**config.mk**
```make
export PLATFORM = sky130hd
export DESIGN_NAME = div_issue_ctrl
export DESIGN_NICKNAME = d
export VERILOG_FILES = /design/src/rtl/div_issue_ctrl_pkg.sv /design/src/rtl/div_issue_ctrl.sv
export SDC_FILE = /design/constraint.sdc
export NUM_CORES = 1
export LEC_CHECK = 0
export CORE_ASPECT_RATIO = 1.4
export CORE_MARGIN = 2
export CORE_UTILIZATION = 46
export CTS_CLUSTER_SIZE = 20
export DETAILED_ROUTE_END_ITERATION = 10
export DONT_BUFFER_PORTS = 1
export GPL_TIMING_DRIVEN = 1
export PLACE_DENSITY = 0.61
export SLEW_MARGIN = 10
export SYNTH_ARGS = -nofsm -noshare
export SYNTH_HDL_FRONTEND = slang
export SYNTH_SLANG_ARGS = --single-unit
```
**constraint.sdc**
```tcl
create_clock -name clk -period 8.36 [get_ports clk]
set_clock_uncertainty 0.05 [all_clocks]
set_input_delay 1.672 -clock clk [delete_from_list [all_inputs] [get_ports clk]]
set_output_delay 1.672 -clock clk [all_outputs]
set_load 0.01 [all_outputs]
```
**src/rtl/div_issue_ctrl_pkg.sv**
```systemverilog
// div_issue_ctrl_pkg: shared state encodings and divider handshake constants
package div_issue_ctrl_pkg;
  typedef enum logic [1:0] {
    DivCtrlIdle  = 2'd0,
    DivCtrlBusy  = 2'd1,
    DivCtrlDone  = 2'd2,
    DivCtrlDrain = 2'd3
  } div_ctrl_e;
  localparam logic DivStart = 1'b1;
  localparam logic DivStop = 1'b0;
  localparam logic DivResultReady = 1'b1;
  localparam logic DivResultNotReady = 1'b0;
  localparam logic [31:0] ZeroWord = 32'h0;
endpackage

```
**src/rtl/div_issue_ctrl.sv**
```systemverilog
// div_issue_ctrl: EX-stage issue, stall and result capture for the multi-cycle divider
module div_issue_ctrl
  import div_issue_ctrl_pkg::*;
#(
  parameter int DRAIN_CYCLES = 3
) (
  input  logic        clk,
  input  logic        rst,
  input  logic        ex_valid_i,
  input  logic        ex_div_i,
  input  logic        ex_divu_i,
  input  logic [31:0] ex_op1_i,
  input  logic [31:0] ex_op2_i,
  input  logic        flush_i,
  input  logic        mem_stall_i,
  input  logic        div_ready_i,
  input  logic [63:0] div_result_i,
  output logic        div_start_o,
  output logic        div_annul_o,
  output logic        div_signed_o,
  output logic [31:0] div_op1_o,
  output logic [31:0] div_op2_o,
  output logic        stall_req_o,
  output logic        result_valid_o,
  output logic [31:0] hi_o,
  output logic [31:0] lo_o,
  output logic        busy_o
);
  localparam int CW = DRAIN_CYCLES > 1 ? $clog2(DRAIN_CYCLES) : 1;
  div_ctrl_e state_q, state_d;
  logic [CW-1:0] drain_q;
  logic [31:0] op1_q, op2_q;
  logic signed_q;
  logic issue;
  logic take_result;
  // rst gates issue so every output reads 0 while reset is held, even with a DIV sitting in EX
  assign issue = (state_q == DivCtrlIdle) & ex_valid_i & (ex_div_i | ex_divu_i) & ~flush_i & ~rst;
  assign take_result = (state_q == DivCtrlBusy) & ~flush_i & (div_ready_i == DivResultReady);
  // the issue cycle forwards EX operands directly, afterwards the latched copies are held stable
  assign div_op1_o = issue ? ex_op1_i : op1_q;
  assign div_op2_o = issue ? ex_op2_i : op2_q;
  assign div_signed_o = issue ? ex_div_i : signed_q;
  assign busy_o = state_q != DivCtrlIdle;
  // state register
  always_ff @(posedge clk or posedge rst) begin
    if (rst) state_q <= DivCtrlIdle;
    else state_q <= state_d;
  end
  // next state and handshake outputs
  always_comb begin
    state_d = state_q;
    div_start_o = DivStop;
    div_annul_o = 1'b0;
    stall_req_o = 1'b0;
    result_valid_o = 1'b0;
    case (state_q)
      DivCtrlIdle: begin
        div_start_o = issue ? DivStart : DivStop;
        stall_req_o = issue;
        state_d = issue ? DivCtrlBusy : DivCtrlIdle;
      end
      DivCtrlBusy: begin
        stall_req_o = 1'b1;
        div_start_o = flush_i ? DivStop : DivStart;
        div_annul_o = flush_i;
        state_d = flush_i ? DivCtrlDrain : (take_result ? DivCtrlDone : DivCtrlBusy);
      end
      DivCtrlDone: begin
        result_valid_o = ~flush_i;
        state_d = (~mem_stall_i | flush_i) ? DivCtrlIdle : DivCtrlDone;
      end
      default: begin
        div_annul_o = 1'b1;
        state_d = (drain_q == '0) ? DivCtrlIdle : DivCtrlDrain;
      end
    endcase
  end
  // operand latches captured at issue
  always_ff @(posedge clk or posedge rst) begin
    if (rst) begin
      op1_q <= ZeroWord;
      op2_q <= ZeroWord;
      signed_q <= 1'b0;
    end else if (issue) begin
      op1_q <= ex_op1_i;
      op2_q <= ex_op2_i;
      signed_q <= ex_div_i;
    end
  end
  // result capture: remainder to hi, quotient to lo
  always_ff @(posedge clk or posedge rst) begin
    if (rst) begin
      hi_o <= ZeroWord;
      lo_o <= ZeroWord;
    end else if (take_result) begin
      hi_o <= div_result_i[63:32];
      lo_o <= div_result_i[31:0];
    end
  end
  // drain counter keeps start low long enough for the divider to return to free
  always_ff @(posedge clk or posedge rst) begin
    if (rst) drain_q <= '0;
    else if (state_q == DivCtrlBusy && flush_i) drain_q <= CW'(DRAIN_CYCLES - 1);
    else if (state_q == DivCtrlDrain && drain_q != '0) drain_q <= drain_q - CW'(1);
  end
endmodule

```
======== Word-level counts from Yosys, hierarchy flattened ========
Index checks and enable logic that the tools add are counted.
operators by class
  add/sub/neg operators ................... 1
  equality and inequality tests ........... 3
  muxes and demuxes ....................... 17
  bitwise logic cells ..................... 11
  reductions and logical operators ........ 8
operators by type and width
  cell                 number
  $mux 32              2
  $mux 2               6
  $and 1x1->1          6
  $pmux 1 s2           3
  $pmux 2 s3           1
  $reduce_bool 2->1    3
  $mux 1               5
  $eq 2x2->1 const B   2
  $logic_not 2->1      2
  $not 1->1            3
  $eq 2x1->1 const B   1
  $logic_and 1x1->1    2
  $or 1x1->1           2
  $reduce_or 2->1      1
  $sub 2x1->2 const B  1
word-level totals
  bits in registers ....................... 133
  input bits .............................. 136
  logic and storage cells ................. 47

======== Logic depth before layout (Yosys ltp) ========
Gate-level depths: netlist of the first run.
  depth in word-level cells ............... 7
  gate-level depth with buffers ........... 5
  mapped depth without buffers ............ 5

======== Worst setup path before layout of the first run ========
OpenSTA, ideal clock, no wires.
  kind .................................... input port to output port
  start ................................... input port flush_i
  end ..................................... output port div_op1_o[14]
  arrival time ............................ 2.930 ns
  slack ................................... 3.708 ns
  stages on the path ...................... 5
  buffers on the path ..................... 2
  cells stage by stage .................... or2_1 > nor4_4 > buf_4 > buf_6 > mux2_1
between the ends
  longest elaborated chain between the ends .. 4
RTL lines
  what                       RTL line              source
  start: declaration         div_issue_ctrl.sv:14  input logic flush_i,
  $not 1->1                  div_issue_ctrl.sv:37  assign issue = (state_q == DivCtrlIdle) & ex_valid_i & (ex_div_i | ex_divu_i) & ~flush_i & ~rst;
  $and 1x1->1 (2 in series)  div_issue_ctrl.sv:37
  $mux 32                    -
  end: declaration           div_issue_ctrl.sv:21  output logic [31:0] div_op1_o,
Every way passes these cells.

======== Final worst setup path of the first run ========
  start ................................... input port flush_i
  end ..................................... output port div_op1_o[22]
Same word-level chain as after synthesis.

==> flow_summary.toml, run 1 <==
[worst_setup_path]
path_class = "primary input to output pin"
slowest_delay_ns = 0.56
crit_cells = 4
worstPathRequired_ns = 6.64
crit_buf_inv = 1
crit_chain = "or2_1 > nor4_4 > buf_4 > mux2_1"
crit_slowest_cell = "buf_4"
critPathMaxFanout = 50
start_kind = "primary input"
rr_worst_depth = 4
cp-end-kind = "output pin"
path_delay_family = "buffers and inverters"
cp.arrival_ns = 3.20

[clock_tree]
numClockSinks = 133
insertion_delay_ns = 0.40
path_clk_slew_ns = 0.06
cts_hold_buf = 0
cts-buffers-inserted = 17
clock_path_buffers = 2
cts_resized = 0
h-tree-depth = 4
cts_tree = "built"
root_buffer = "clkbuf_16"
cts_setup_buffers = 0

[timing]
rsz0062_at_grt = "no"
fin_crit_sh = 0.5883
worstMarginPinSlew_ns = 0.8463
finalSetupTns_ns = 0
setup_violations = 0
slew_viol_final = 0
slew_headroom = 0.4358
max_freq_mhz = 203.3
worst_slack_ns = 3.442
min_period_ns = 4.918
hold_violations = 0
timing.hold.ws_ns = 0.4895

[die]
ios = 270
die_area_mm2 = 0.01185
core_area_mm2 = 0.01075
die_x_um = 92.56
start_util = 0.4697
fp-row-count = 45
fp.dieH_um = 128.0

[routing]
dr.pass1.iters = 4
drtAntennaViolNets = 0
drtIter0Drc = 79
vias_per_cell = 5.378
wl_um = 9959
drt-wirelength-per-cell_um = 21.42
vias = 2501
drc_errors = 0

[global_routing]
grt_pass1_wl_um = 14900
grt_usage = 0.1681
overflow = 0
grt_start_max_net_pins = 71
antenna_found_initial = 0
grt_pass1_vias = 2711

[place]
dp.final_hpwl_um = 7206
gp_congestion = 0.7474
dp_cells = 433
portBuffers = 0
place_ws_ns = 3.438

[yosys]
syn_inst = 303
synth-seq-cells = 133
ys_seq_area_frac = 0.6589
postSynthAreaPerCell_um2 = 16.67
synth_cell_types = 24
yosys_warnings = 0
syn-cell-area_mm2 = 0.005051
syn_nets = 440

[final_layout]
syn_to_final_growth_pct = 14.69
drive_gt1_frac = 0.4691
fin_cells = 465
n_fill_cell = 876
antenna_cells = 0
fin_nets = 448
post-route-util = 0.5387

[power]
power_leakage_nw = 2.525
power_density_mw_per_mm2 = 434.9
ir_drop_uv = 214.1

[run]
drv_cap = 0

[min_path]
timing.hold.worst.class = "register to register"
min_path_cells = 1

[status]
run_status = "finished clean"
==> area by class of cell <==
| type | count | area, um^2 | area share |
|---|---|---|---|
| Clock buffer | 19 | 452.9 | 0.07819 |
| Tap cell | 141 | 176.4 | 0.03045 |
| Sequential cell | 133 | 3328 | 0.5745 |
| Multi-Input combinational cell | 151 | 1619 | 0.2795 |
| Clock inverter | 13 | 168.9 | 0.02916 |
| Timing Repair Buffer | 4 | 30.03 | 0.005184 |
| Inverter | 4 | 17.52 | 0.003024 |
==> cells in the mapped netlist (all sizes together) <==
cell | instances | area (um^2)
and3 | 1 | 6.260
dfrtp | 133 | 3328
mux2 | 129 | 1453
a2bb2oi | 1 | 8.760
o22ai | 1 | 6.260
or2 | 2 | 12.52
a22o | 1 | 8.760
buf | 15 | 90.09
nor2 | 1 | 3.750
inv | 4 | 15.01
nor4 | 1 | 21.27
nor2b | 1 | 6.260
o21ai | 4 | 20.02
nor3b | 1 | 7.510
nor3 | 1 | 5.000
mux2i | 1 | 10.01
a22oi | 1 | 7.510
a21o | 3 | 22.52
and2 | 1 | 6.260
ha | 1 | 12.51
==> cells in the final DEF (no fill, tap or decap), types with 2 or more instances in the layout <==
master      count
bufinv_16       3
inv_6           4
clkbuf_16      17
clkinvlp_4      4
inv_1           3
buf_4           4
dfrtp_1       133
mux2_1         17
o21ai_0         4
a21o_1          3
mux2_2        112
clkbuf_8        2
==> worst register-to-register path, stage by stage (launching register included) <==
cell and delay [ns]:
dfrtp_1 0.45, or2_1 0.28, nor4_4 0.24, buf_4 0.56
mux2_1 0.48
==> registers in the layout (all words and copies together) (netlist names) <==
signal	count
drain_q	2
hi_o	32
lo_o	32
op1_q	32
op2_q	32
signed_q	1
state_q	2
==> layer usage <==
layer / vias up / global-route usage / part of all wire
li1: 1094 / - / -
met2: 147 / 0.2890 / 0.54
met1: 1249 / 0.1841 / 0.35
met5: - / 0 / 0
met4: 0 / 0.06936 / 0.014
met3: 11 / 0.06761 / 0.091
==> stage by stage <==
step	cell area (um^2)	power [W]
3_3_place_gp	5171	0.001754
3_5_place_dp	5171	0.001782
6_report	5793	0.002519
5_1_grt	5793	0.002658
4_1_cts	5793	0.002559
2_1_floorplan	5051	0.001643
==> report_power, final <==
part	switching (W)	total (W)	internal, W	leakage, nW
clock	0.000278	0.000767	0.000489	0.293
combinational	0.000282	0.000551	0.000269	0.627
sequential	0.000240	0.00120	0.000962	1.60
total	0.000800	0.00252	0.00172	2.52
==> worst paths after layout <==
kind / end / slack [ns] / startpoint
min in group asynchronous: drain_q[0] / 1.22 / rst
worst max-delay path: div_op1_o[22] / 3.44 / flush_i
worst min-delay path: op2_q[3] / 0.49 / op2_q[3]
worst min register to register: op2_q[3] / 0.49 / op2_q[3]
max in group asynchronous: op2_q[8] / 5.66 / rst
worst max register to register: op1_q[22] / 6.16 / state_q[1]
==> logic make-up after synthesis <==
kind of cell	share of synthesized area
AOI/OAI and AO/OA	0.01462
adders and majority gates	0.002477
buffers and inverters	0.02081
DFF	0.6589
muxes	0.2896
and+or+nand+nor	0.01363
Power figures use the tool's default switching activity.
==> inputs of run 2 (changes only) <==
--- a/config.mk
+++ b/config.mk
@@ -5,6 +5,7 @@
 export SDC_FILE = /design/constraint.sdc
 export NUM_CORES = 1
 export LEC_CHECK = 0
+export ABC_AREA = 1
 export CORE_ASPECT_RATIO = 1.4
 export CORE_MARGIN = 2
 export CORE_UTILIZATION = 46
==> constraint.sdc (replaced) <==
create_clock -name clk -period 4.8 [get_ports clk]
set_clock_uncertainty 0.05 [all_clocks]
set_input_delay 0.96 -clock clk [delete_from_list [all_inputs] [get_ports clk]]
set_output_delay 0.96 -clock clk [all_outputs]
set_load 0.01 [all_outputs]
==> run 2 against run 1 <==
Global-route usage is 3.7 points higher; sequential cell count is the same; power rose by 71%; synthesized area is 7.4% higher; synthesized cell count up 100%; cell count grew 59%; critical path type is now register to output pin; largest cell class unchanged.
==> flow_summary.toml, run 2 <==
[status]
run_status = "finished clean"

[yosys]
syn_nets = 744
post-synth-top-count-cell = "nand2_1"
yosys_warnings = 0
syn-cell-area_mm2 = 0.005426
synth_common_cells = "271 x nand2_1, 133 x dfrtp_1, 68 x nand3_1"
yosys.area.top_type = "dfrtp_1"
postSynthAreaPerCell_um2 = 8.940
synth_area_leaders = "dfrtp_1 61%, nand2_1 19%, nand4_1 7.4%"
synth-main-ff-cell = "dfrtp_1"
ys_seq_area_frac = 0.6133
syn_inst = 607
yosys.area.top_type_share = 0.6133
synth-edff-count = 0
synth_cell_types = 16
async_reset_ff_frac = 1.000
synth-seq-cells = 133

[final_layout]
fin_cells = 741
fin_nets = 723
n_fill_cell = 1077
syn_to_final_growth_pct = 10.47
drive_gt1_frac = 0.07538
finalInstanceArea_mm2 = 0.005995
final_common_cell = "nand2_1"
post-route-util = 0.5260
antenna_cells = 0
layout_common_cells = "270 x nand2_1, 133 x dfrtp_1, 68 x nand3_1, 64 x nand4_1, 17 x clkbuf_16"

[die]
core_area_mm2 = 0.01140
ios = 270
die_x_um = 95.80
fp.dieH_um = 132.5
die_area_mm2 = 0.01269
start_util = 0.4762
fp-row-count = 46

[global_routing]
overflow = 0
grt_usage = 0.2054
antenna_found_initial = 0
grt_pass1_wl_um = 20210
grt_start_max_net_pins = 75
grt_pass1_vias = 3913

[power]
p_sw_w = 0.001643
comb_power_share = 0.245
power_density_mw_per_mm2 = 717.7
p_sw_frac = 0.3819
p_int_w = 0.002659
ir_drop_uv = 315.4
power_leakage_nw = 3.137
power_frac_clock = 0.268
power_frac_seq = 0.487

[clock_tree]
cts_hold_buf = 0
path_clk_slew_ns = 0.05
cts-buffers-inserted = 17
cts_setup_buffers = 0
insertion_delay_ns = 0.40
cts_tree = "built"
root_buffer = "clkbuf_16"
clock_path_buffers = 2
numClockSinks = 133
cts_resized = 0
h-tree-depth = 4

[timing]
min_period_ns = 3.588
slew_viol_final = 0
worstMarginPinSlew_ns = 0.9238
setup_violations = 0
rsz0062_at_grt = "no"
fin_crit_sh = 0.7475
max_freq_mhz = 278.7
slew_headroom = 0.3841
hold_violations = 0
finalSetupTns_ns = 0

[worst_setup_path]
path_class = "register to output pin"
crit_chain = "inv_2 > nand2_1 > nor2_4 > buf_4 > nand3_1 > nand2_1"
start_kind = "register"
slowest_delay_ns = 0.75
cp-end-kind = "output pin"
cp_common_cell = "nand2_1"
worstPathRequired_ns = 3.79
cp.arrival_ns = 2.58
critPathMaxFanout = 43
r2r_setup_slack_ns = 2.48
crit_slowest_cell = "nor2_4"

[run]
drv_cap = 0

[routing]
drtIter0Drc = 166
dr.pass1.iters = 5
drtAntennaViolNets = 0
vias = 4123
vias_per_cell = 5.564
wl_um = 13540
drt-wirelength-per-cell_um = 18.27
drc_errors = 0

[place]
dp.final_hpwl_um = 9177
dpl_cell_area_mm2 = 0.005463
portBuffers = 0
dp_cells = 711
gp_congestion = 0.8028

[min_path]
timing.hold.worst.class = "register to register"
[run 2: changes by cell type after synthesis, sizes merged, moves of 2 or more]
cell,change
a21o,-3
buf,+21
mux2,-129
or2,-2
clkbuf,+12
nand2,+271
inv,+5
nand3,+69
nor2,+6
nand4,+64
[run 2: final timing paths]
check | from | cells past startpoint | end
setup reg to reg | state_q[1] | 6 | op2_q[29]
hold / removal | drain_q[1] | 2 | drain_q[1]
min in group asynchronous | rst | 2 | signed_q
setup / recovery | state_q[1] | 6 | div_op2_o[29]
hold reg to reg | drain_q[1] | 2 | drain_q[1]
max in group asynchronous | rst | 3 | op1_q[4]
[run 2: worst max-delay path, delay by kind of cell (launching register included)]
family | cells | cell delay [ns]
buffers and inverters | 2 | 0.47
DFF | 1 | 0.42
and+or+nand+nor | 4 | 1.28
[run 2: per-layer routing]
metal  track usage  routed length, um  vias to the layer above
li1              -                  -                     1956
met1        0.2439               5088                     1929
met2        0.3318               6680                      217
met3       0.08030               1520                       21
met4       0.08016                248                        0
met5             0                  0                        -
[run 2: kinds of logic (layout without fill, tap and decap cells)]
group	count (synthesis)	after routing	share of synthesized area
fa+ha+maj	1	1	0.002305
flops	133	133	0.6133
buf+inv	57	47	0.04865
compound gates	4	4	0.003689
simple gates	412	412	0.3320
[run 2: cell type report]
cell class	count	area (um^2)	share of cell area
Multi-Input combinational cell	417	1857	0.3097
Clock buffer	20	446.7	0.07451
Clock inverter	10	85.08	0.01419
Inverter	9	37.54	0.006262
Sequential cell	133	3328	0.5552
Timing Repair Buffer	8	60.06	0.01002
Tap cell	144	180.2	0.03006
[run 2: power by group through the flow]
| stage | sequential [W] | combinational [W] | clock (W) |
|---|---|---|---|
| final | 0.00210 | 0.00105 | 0.00115 |
| after global routing | 0.00216 | 0.00121 | 0.00124 |
| after CTS | 0.00210 | 0.00107 | 0.00119 |
| after detailed placement | 0.00211 | 0.00107 | 0 |
| after global placement | 0.00210 | 0.00103 | 0 |
| after floorplan | 0.00201 | 0.000885 | 0 |
[run 2: stage by stage]
step / hold WS (ns) / setup WS, ns / total power [W]
floorplan: 0.4214 / 0.2210 / 0.002898
global placement: 0.4372 / 1.351 / 0.003125
detailed placement: 0.4492 / 1.296 / 0.003189
CTS: 0.4611 / 1.173 / 0.004359
global route: 0.4824 / 1.026 / 0.004606
finish: 0.4649 / 1.212 / 0.004302
==> inputs of run 3 (changes only) <==
==> constraint.sdc (replaced) <==
create_clock -name clk -period 3.6 [get_ports clk]
set_clock_uncertainty 0.05 [all_clocks]
set_input_delay 0.72 -clock clk [delete_from_list [all_inputs] [get_ports clk]]
set_output_delay 0.72 -clock clk [all_outputs]
set_load 0.01 [all_outputs]
==> run 3 against run 2 <==
Global-route usage rose by 0.54 points; sequential power up 33%; non-clock buffer count rose by 2; power rose by 43%; highest routed layer unchanged.
==> flow_summary.toml, run 3 (synthesis results as in run 2) <==
[worst_setup_path]
timing.rr.end = "lo_o[6]"
crit_cells = 6
rr_worst_depth = 6
path_delay_family = "simple AND/OR/NAND/NOR gates"
cp-end-kind = "output pin"
r2r_setup_slack_ns = 1.64
path_class = "register to output pin"
crit_slowest_cell = "buf_4"
cp.arrival_ns = 2.21
crit_end = "div_op1_o[2]"
start_kind = "register"
r2r-start = "state_q[1]"
worstPathRequired_ns = 2.83
crit_buf_inv = 2
cp-startpoint = "state_q[1]"
slowest_delay_ns = 0.51
critPathMaxFanout = 65
crit_chain = "inv_2 > nand2_1 > nor2_4 > buf_4 > nand3_1 > nand2_2"

[power]
power_leakage_nw = 3.192
power_density_mw_per_mm2 = 977.7
ir_drop_uv = 471.9
fin_total_pwr_w = 0.006137

[clock_tree]
h-tree-depth = 4
cts-buffers-inserted = 17
numClockSinks = 133
insertion_delay_ns = 0.40
path_clk_slew_ns = 0.06
root_buffer = "clkbuf_16"
cts_hold_buf = 0
cts_tree = "built"
cts_resized = 0
cts_setup_buffers = 0
clock_path_buffers = 2

[timing]
rsz0062_at_grt = "no"
setup_violations = 0
worst_slack_ns = 0.6192
hold_violations = 0
min_period_ns = 2.981
finalSetupTns_ns = 0
worstMarginPinSlew_ns = 0.8620
slew_headroom = 0.4253
max_freq_mhz = 335.5
slew_viol_final = 0
fin_crit_sh = 0.8280

[final_layout]
syn_to_final_growth_pct = 15.68
final_common_cell = "nand2_1"
fin_nets = 725
layout_common_cells = "212 x nand2_1, 133 x dfrtp_1, 64 x nand4_1, 64 x nand3_1, 59 x nand2_2"
antenna_cells = 0
drive_gt1_frac = 0.1864

[global_routing]
grt_pass1_vias = 4195
grt_start_max_net_pins = 71
grt_busiest_layer = "met2"
use_met1 = 0.2422
use_met2 = 0.3508
overflow = 0
grt_pass1_wl_um = 20960
met3_usage = 0.07460
antenna_found_initial = 0
grt_usage = 0.2108

[status]
run_status = "finished clean"

[place]
place_ws_ns = 0.8207
portBuffers = 0
gp_congestion = 0.8117
dp.final_hpwl_um = 9132

[min_path]
timing.hold.worst.class = "primary input to async pin"

[routing]
drtAntennaViolNets = 0
wl_um = 13610
vias_per_cell = 5.615
dr.pass1.iters = 5
drt-wirelength-per-cell_um = 18.27
drtIter0Drc = 172
vias = 4183
drc_errors = 0

[die]
fp.dieH_um = 132.5
die_area_mm2 = 0.01269
core_area_mm2 = 0.01140
die_x_um = 95.80
fp-row-count = 46
ios = 270
start_util = 0.4762

[run]
drv_cap = 0
-- run 3: cell types whose count changed in the layout (fill, tap and decap cells not counted), moves of 2 or more --
cell	change
nand2_1	-58
nand3_1	-4
clkinv_4	+4
clkinvlp_4	-3
buf_4	+2
clkinv_2	-2
nand3_2	+4
nand2_2	+58
bufinv_16	+3
-- run 3: power by group --
group          internal, W  switching [W]
Combinational     0.000412        0.00110
Sequential         0.00223       0.000554
Clock              0.00120       0.000641
-- run 3: stage by stage --
step / area, um^2 / utilization / std cells / hold WS [ns]
finish: 6277 / 0.5508 / 745 / 0.4038
global route: 6277 / 0.5508 / 745 / 0.3965
CTS: 6277 / 0.5508 / 745 / 0.3847
detailed placement: 5643 / 0.4952 / 713 / 0.4408
global placement: 5643 / 0.4952 / 713 / 0.4364
floorplan: 5607 / - / 607 / 0.4214
-- run 3: how the worst min path moves through the flow --
stage	from	to	slack, ns	cells after the start
after global routing	div_result_i[27]	lo_o[27]	0.40	2
after detailed placement	op2_q[30]	op2_q[30]	0.44	2
after floorplan	drain_q[0]	drain_q[0]	0.42	2
after CTS	mem_stall_i	state_q[1]	0.38	2
final	rst	op1_q[21]	0.40	2
after global placement	drain_q[0]	drain_q[0]	0.44	2
-- run 3: metal layers --
metal	up-vias	wire length [um]
met5	-	0
met4	0	332
met3	25	1426
met2	221	6777
met1	1979	5074
li1	1958	-
-- run 3: area by class of cell --
cell class,count,area [um^2]
fillers,1062,5119
flip-flops and latches,133,3328
multi-input cells,417,2022
clock buffers,20,456.7
well taps,144,180.2
clock inverters,12,177.7
repair buffers,10,75.07
inverters,9,37.54
